## config.mk

```make
export PLATFORM = sky130hd
export DESIGN_NAME = ex_mem_stage
export DESIGN_NICKNAME = d
export VERILOG_FILES = /design/src/rtl/ex_mem_stage.sv
export SDC_FILE = /design/constraint.sdc
export NUM_CORES = 1
export LEC_CHECK = 0
export ABC_AREA = 0
export CAP_MARGIN = 5
export CORE_ASPECT_RATIO = 1.1
export CORE_UTILIZATION = 40
export DETAILED_ROUTE_END_ITERATION = 6
export MAX_ROUTING_LAYER = met4
export PLACE_DENSITY_LB_ADDON = 0.15
export SLEW_MARGIN = 20
export SYNTH_ARGS = -nofsm -noshare
export SYNTH_HDL_FRONTEND = slang
export SYNTH_SLANG_ARGS = --single-unit
```

## constraint.sdc

```tcl
create_clock -name clk -period 7.3 [get_ports clk]
set_input_delay 1.46 -clock clk [delete_from_list [all_inputs] [get_ports clk]]
set_output_delay 1.46 -clock clk [all_outputs]
set_load 0.01 [all_outputs]
```

## src/rtl/ex_mem_stage.sv

```systemverilog
// EX/MEM pipeline register with stall/flush control, plus the operand
// forwarding selects and load-use hazard detect that depend on its contents.
module ex_mem_stage #(
    parameter int N = 32
) (
    input  logic         clk,
    input  logic         reset,
    input  logic         stall,
    input  logic         flush,
    input  logic         ex_valid,
    input  logic [N-1:0] alu_result,
    input  logic [N-1:0] store_data,
    input  logic [4:0]   dest_reg,
    input  logic         ctl_reg_write,
    input  logic         ctl_mem_read,
    input  logic         ctl_mem_write,
    input  logic         ctl_mem_to_reg,
    input  logic [4:0]   ex_rs,
    input  logic [4:0]   ex_rt,
    input  logic [4:0]   wb_rd,
    input  logic         wb_reg_write,
    output logic [N-1:0] mem_alu_result,
    output logic [N-1:0] mem_store_data,
    output logic [4:0]   mem_dest_reg,
    output logic         mem_reg_write,
    output logic         mem_mem_read,
    output logic         mem_mem_write,
    output logic         mem_mem_to_reg,
    output logic         mem_valid,
    output logic         mem_zero,
    output logic [1:0]   fwd_a,
    output logic [1:0]   fwd_b,
    output logic         load_hazard
);

    logic [N-1:0] alu_reg;
    logic [N-1:0] store_reg;
    logic [4:0]   dest_reg_q;
    logic         reg_write_reg;
    logic         mem_read_reg;
    logic         mem_write_reg;
    logic         mem_to_reg_reg;
    logic         valid_reg;
    logic         zero_reg;

    // Flush beats stall; a bubble carries no control, no data and no zero flag.
    always_ff @(posedge clk or posedge reset) begin
        if (reset) begin
            alu_reg        <= '0;
            store_reg      <= '0;
            dest_reg_q     <= '0;
            reg_write_reg  <= 1'b0;
            mem_read_reg   <= 1'b0;
            mem_write_reg  <= 1'b0;
            mem_to_reg_reg <= 1'b0;
            valid_reg      <= 1'b0;
            zero_reg       <= 1'b0;
        end else if (flush) begin
            alu_reg        <= '0;
            store_reg      <= '0;
            dest_reg_q     <= '0;
            reg_write_reg  <= 1'b0;
            mem_read_reg   <= 1'b0;
            mem_write_reg  <= 1'b0;
            mem_to_reg_reg <= 1'b0;
            valid_reg      <= 1'b0;
            zero_reg       <= 1'b0;
        end else if (!stall) begin
            alu_reg        <= alu_result;
            store_reg      <= store_data;
            dest_reg_q     <= dest_reg;
            reg_write_reg  <= ex_valid & ctl_reg_write;
            mem_read_reg   <= ex_valid & ctl_mem_read;
            mem_write_reg  <= ex_valid & ctl_mem_write;
            mem_to_reg_reg <= ex_valid & ctl_mem_to_reg;
            valid_reg      <= ex_valid;
            zero_reg       <= (alu_result == '0);
        end
    end

    assign mem_alu_result = alu_reg;
    assign mem_store_data = store_reg;
    assign mem_dest_reg   = dest_reg_q;
    assign mem_reg_write  = reg_write_reg;
    assign mem_mem_read   = mem_read_reg;
    assign mem_mem_write  = mem_write_reg;
    assign mem_mem_to_reg = mem_to_reg_reg;
    assign mem_valid      = valid_reg;
    assign mem_zero       = zero_reg;

    // A load's result is not ready in MEM, so it is never an EX/MEM forward source.
    logic            mem_fwd_ok;
    logic            wb_fwd_ok;
    logic [1:0][4:0] src_reg;
    logic [1:0][1:0] fwd_sel;

    assign mem_fwd_ok = valid_reg & reg_write_reg & ~mem_read_reg & (dest_reg_q != 5'd0);
    assign wb_fwd_ok  = wb_reg_write & (wb_rd != 5'd0);
    assign src_reg    = {ex_rt, ex_rs};

    genvar gi;
    generate
        for (gi = 0; gi < 2; gi++) begin : g_fwd
            assign fwd_sel[gi] = (mem_fwd_ok && dest_reg_q == src_reg[gi]) ? 2'b10 :
                                 (wb_fwd_ok  && wb_rd      == src_reg[gi]) ? 2'b01 : 2'b00;
        end
    endgenerate

    assign fwd_a = fwd_sel[0];
    assign fwd_b = fwd_sel[1];

    assign load_hazard = valid_reg & mem_read_reg & (dest_reg_q != 5'd0) &
                         ((dest_reg_q == ex_rs) | (dest_reg_q == ex_rt));

endmodule
```

==> results.toml, run 1 <==
[hold_path]
min_path_type = "reg -> reg"
hold_path_depth = 2
min_from = "mem_alu_result[27]"

[critical_path]
arrival_ns = 3.51
r2r_start = "mem_dest_reg[0]"
critical_path.max_fanout = 3
r2r_setup_slack_ns = 6.45
cp-endpoint = "fwd_b[0]"
crit_path_cell_trace = "clkdlybuf4s50_1 > or4_1 > o21ai_0 > or4_1 > nor4_2 > clkdlybuf4s50_1"
slowest_delay_ns = 0.58
r2r_end = "mem_dest_reg[0]"
slowest_stage = "clkdlybuf4s50_1"
startpoint = "wb_rd[2]"
cp.required_ns = 5.84
startpoint_type = "input port"
critPathCaptureType = "primary output"
crit_type = "in -> out"
worst_r2r_path_depth = 2

[synth]
synth-seq-cells = 75
synth.avg_cell_area_um2 = 11.5
ys_types = 24
netlist_area_um2 = 3350
yosysTopAreaCellShare_pct = 56.1
synth_nets = 386
yosysWarnings = 0
synth_cells = 292
yosysSeqAreaShare_pct = 56.1
yosys.area.top_type = "dfrtp_1"
netlist_top_cells_area = "dfrtp_1, mux2i_1, nor2_1"

[clock_tree]
cts_max_level = 3
post-cts-setup-buffers = 0
cts_root_buffer = "clkbuf_8"
cts_tree = "done"
cts_sinks = 75
clkLatencyLatePin_ns = 0.34
ctsHoldBuffers = 0
cts_max_path_buffers = 2
path_clk_slew_ns = 0.08
cts_buffers = 9
cts_resized = 0

[global_routing]
grt_pass1_wl_um = 14000
grt_antenna_before_repair = 0
grt_max_degree = 77
first_global_vias = 2864
track_usage_pct = 21.6
gr-total-overflow = 0

[power]
peakVddDrop_mv = 0.131
total_power_uw = 994
p_leak_nw = 2.42
power_density_nw_per_um2 = 185

[floorplan]
die_h_um = 98.0
initial_utilization_pct = 41.9
design.portCount = 174
rows = 34
coreArea_um2 = 8000
die_x_um = 89.2
die-area_um2 = 8740

[finish]
final_nets = 556
area_delta_synth_final_pct = 60.5
final_cell_mix = "clkdlybuf4s50_1, dfrtp_1, nor2_1"
design_area_um2 = 5380
num-fill-cells = 667
final_common_cell = "clkdlybuf4s50_1"
n_antenna_cell = 0
drive_gt1_share_pct = 5.35

[drt]
num_vias = 2802
top_layer = "met4"
route.met2.wl_um = 4080
met1_length_um = 3830
dr.first_iter.drc_count = 119
routedWlPerCell_um = 15.4
met3_length_um = 816
routed_wirelength_um = 8860
first_pass_iters = 4
drc = 0
drtAntennaViolNets = 0
viasPerCell = 4.87

[run_status]
status = "complete, no violations"

[sta]
fin_skew_ns = 0
relSlewSlack_pct = 36.6
fin_crit_sh_pct = 68.1
fin_ws_ns = 2.33
hold_violations = 0
setup_violations = 0
holdWs_ns = 0.526
maxSlewViolCount = 0
worst_pin_slew_ns = 0.951
rsz0062_at_grt = "false"
fmax_mhz = 201
timing.final.crit_period_ns = 4.97
final.setup.tns_ns = 0

[placed_design]
gp_congestion = 0.759
dp_hpwl_um = 6200
placed_area_um2 = 5160
io_buffer_count = 173
dp_worst_setup_slack_ns = 2.30

[job]
cap_violations = 0
==> final cells by class <==
cell class / count / area, um2 / area share, %
sequential: 75 / 1880 / 34.9
timing repair buffer: 176 / 1750 / 32.5
multi-input combinational: 198 / 1390 / 25.9
tap: 108 / 135 / 2.51
clock buffer: 10 / 128 / 2.37
clock inverter: 6 / 88.8 / 1.65
inverter: 2 / 8.76 / 0.163
==> report_power, final <==
group | internal, mW | switching, mW
Clock | 0.193 | 0.157
Combinational | 0.113 | 0.0782
Sequential | 0.438 | 0.0146
==> per-stage QoR <==
stage                     instances  utilization (%)
after global placement          559             64.5
after CTS                       575             67.2
final                           575             67.2
after detailed placement        559             64.5
after floorplan                 292                -
after global routing            575             67.2
==> worst min-delay path by stage <==
stage | to | slack [ns]
2_1_floorplan | mem_alu_result[0] | 0.56
3_3_place_gp | mem_store_data[7] | 0.50
3_5_place_dp | mem_alu_result[14] | 0.52
4_1_cts | mem_alu_result[27] | 0.53
5_1_grt | mem_alu_result[29] | 0.56
6_report | mem_alu_result[27] | 0.53
==> worst max-delay path, delay by kind of cell <==
kind / cells / cell delay (ns)
buf+inv: 2 / 1.12
simple gates: 3 / 0.85
compound gates: 1 / 0.09
==> Yosys cell counts <==
| library cell | number |
|---|---|
| o211ai_1 | 1 |
| nor4_2 | 2 |
| mux2i_1 | 69 |
| nor4_1 | 9 |
| o2111ai_2 | 1 |
| o21ai_0 | 1 |
| nand3_1 | 3 |
| a22oi_1 | 4 |
| xnor2_1 | 6 |
| nand4_1 | 1 |
| inv_1 | 2 |
| nor2_1 | 74 |
| nor2b_1 | 1 |
| buf_2 | 7 |
| or4_4 | 1 |
| nand2_1 | 1 |
| clkbuf_1 | 9 |
| buf_1 | 1 |
| dfrtp_1 | 75 |
| xor2_1 | 14 |
| a21oi_1 | 2 |
| or4_1 | 5 |
| o22ai_1 | 1 |
| or3_1 | 2 |
==> cells by family after synthesis <==
kind of cell	synth area share (%)
buffers and inverters	2.39
flip-flops	56.1
AND/OR/NAND/NOR	13.5
XOR/XNOR	5.23
AO/OA/AOI/OAI	2.20
multiplexers	20.6
==> per-layer routing <==
layer / global-route usage (%) / vias to the layer above
met3: 6.59 / 9
met5: - / -
met4: 5.98 / 0
met2: 33.4 / 113
li1: - / 1339
met1: 27.3 / 1341
Power figures use the tool's default switching activity.
==> run 2, diff against run 1 <==
clock period = 4.6 ns   (was 7.3 ns; I/O delays follow)
==> results.toml, run 2 (synthesis results as in run 1) <==
[run_status]
status = "complete, no violations"

[clock_tree]
cts_root_buffer = "clkbuf_8"
path_clk_slew_ns = 0.08
ctsHoldBuffers = 0
clkLatencyLatePin_ns = 0.34
cts_tree = "done"
cts_max_path_buffers = 2
cts_resized = 0
post-cts-setup-buffers = 0
cts_buffers = 9
cts_max_level = 3
cts_sinks = 75

[hold_path]
min_to = "mem_alu_result[30]"
min_from = "mem_alu_result[30]"
min_path_type = "reg -> reg"
hold_path_depth = 2

[critical_path]
critPathCaptureType = "primary output"
startpoint_type = "input port"
cp.required_ns = 3.68
r2r_end = "mem_dest_reg[0]"
worst_r2r_path_depth = 2
slowest_stage = "clkdlybuf4s50_1"
crit_path_cell_trace = "clkdlybuf4s50_1 > or4_1 > o21ai_0 > or4_1 > nor4_2 > clkdlybuf4s50_1"
r2r_setup_slack_ns = 3.76
r2r_start = "mem_dest_reg[0]"
crit_type = "in -> out"
critical_path.max_fanout = 3
slowest_delay_ns = 0.58
arrival_ns = 2.96

[floorplan]
rows = 34
die_h_um = 98.0
coreArea_um2 = 8000
design.portCount = 174
die_x_um = 89.2
initial_utilization_pct = 41.9
die-area_um2 = 8740

[sta]
fin_crit_sh_pct = 84.3
worst_pin_slew_ns = 0.778
relSlewSlack_pct = 48.1
timing.final.crit_period_ns = 3.88
setup_violations = 0
final.setup.tns_ns = 0
fin_ws_ns = 0.724
hold_violations = 0
fin_skew_ns = 0
maxSlewViolCount = 0
rsz0062_at_grt = "false"
fmax_mhz = 258

[global_routing]
grt_max_degree = 76
grt_pass1_wl_um = 14000
first_global_vias = 2869
grt_antenna_before_repair = 0
top_usage_layer = "met2"
grt_use_met3_pct = 6.93
gr-total-overflow = 0
met1_usage_pct = 27.1
track_usage_pct = 21.9
use_met2_pct = 34.1

[power]
power_density_nw_per_um2 = 292
p_leak_nw = 2.42
peakVddDrop_mv = 0.204

[finish]
n_antenna_cell = 0
final_common_cell = "clkdlybuf4s50_1"
drive_gt1_share_pct = 4.94
area_delta_synth_final_pct = 60.3
num-fill-cells = 672
final_nets = 556
final_cell_mix = "clkdlybuf4s50_1, dfrtp_1, nor2_1"

[placed_design]
dp_worst_setup_slack_ns = 0.739
dp_hpwl_um = 6400
io_buffer_count = 173
gp_congestion = 0.764

[drt]
viasPerCell = 4.93
drtAntennaViolNets = 0
routed_wirelength_um = 9030
dr.first_iter.drc_count = 116
first_pass_iters = 5
routedWlPerCell_um = 15.7
drc = 0
num_vias = 2831

[job]
cap_violations = 0
## run 2: changes by cell type in the layout (fill, tap and decap cells not counted), sizes merged
cell / delta
clkinvlp: -1
clkbuf: +1
clkinv: -1
## run 2: final cells by class
type	count	area [um2]	share of cell area, %
Timing Repair Buffer	176	1750	32.5
Clock inverter	4	76.3	1.42
Clock buffer	11	131	2.45
Inverter	2	10.0	0.186
Sequential cell	75	1880	35.0
Multi-Input combinational cell	198	1390	25.9
Tap cell	108	135	2.52
## run 2: worst max path at each step
| stage | endpoint | slack [ns] | depth (start not counted) | from |
|---|---|---|---|---|
| after floorplan | mem_alu_result[0] | 1.77 | 1 | reset |
| after global routing | fwd_b[0] | 0.57 | 6 | wb_rd[2] |
| after CTS | fwd_b[0] | 0.73 | 6 | wb_rd[2] |
| after detailed placement | fwd_a[0] | 0.74 | 6 | wb_rd[2] |
| after global placement | fwd_b[0] | 0.76 | 6 | wb_rd[2] |
| final | fwd_b[0] | 0.72 | 6 | wb_rd[2] |
## run 2: layer usage
layer	wire [um]	part of all wire, %
met4	135	1.5
met1	3910	43
met3	706	7.8
met5	0	0
met2	4280	47
## run 2: metrics by stage
stage / utilization [%] / instance area, um2 / hold WS (ns) / power [mW] / instances
2_1_floorplan: - / 3350 / 0.559 / 0.852 / 292
3_3_place_gp: 64.5 / 5160 / 0.503 / 1.03 / 559
3_5_place_dp: 64.5 / 5160 / 0.514 / 1.04 / 559
4_1_cts: 67.1 / 5370 / 0.532 / 1.59 / 574
5_1_grt: 67.1 / 5370 / 0.553 / 1.64 / 574
6_report: 67.1 / 5370 / 0.525 / 1.57 / 574
## run 2: report_power, final
part | internal [mW] | switching (mW) | total (mW) | leakage, nW
logic | 0.179 | 0.125 | 0.304 | 1.32
clock network | 0.304 | 0.240 | 0.545 | 0.0996
registers | 0.695 | 0.0233 | 0.718 | 0.998
total | 1.18 | 0.389 | 1.57 | 2.42
## run 2: critical path: cells and delay by family
family	cells	cell delay, ns
and+or+nand+nor	3	0.82
buffers and inverters	2	1.13
AOI/OAI and AO/OA	1	0.08
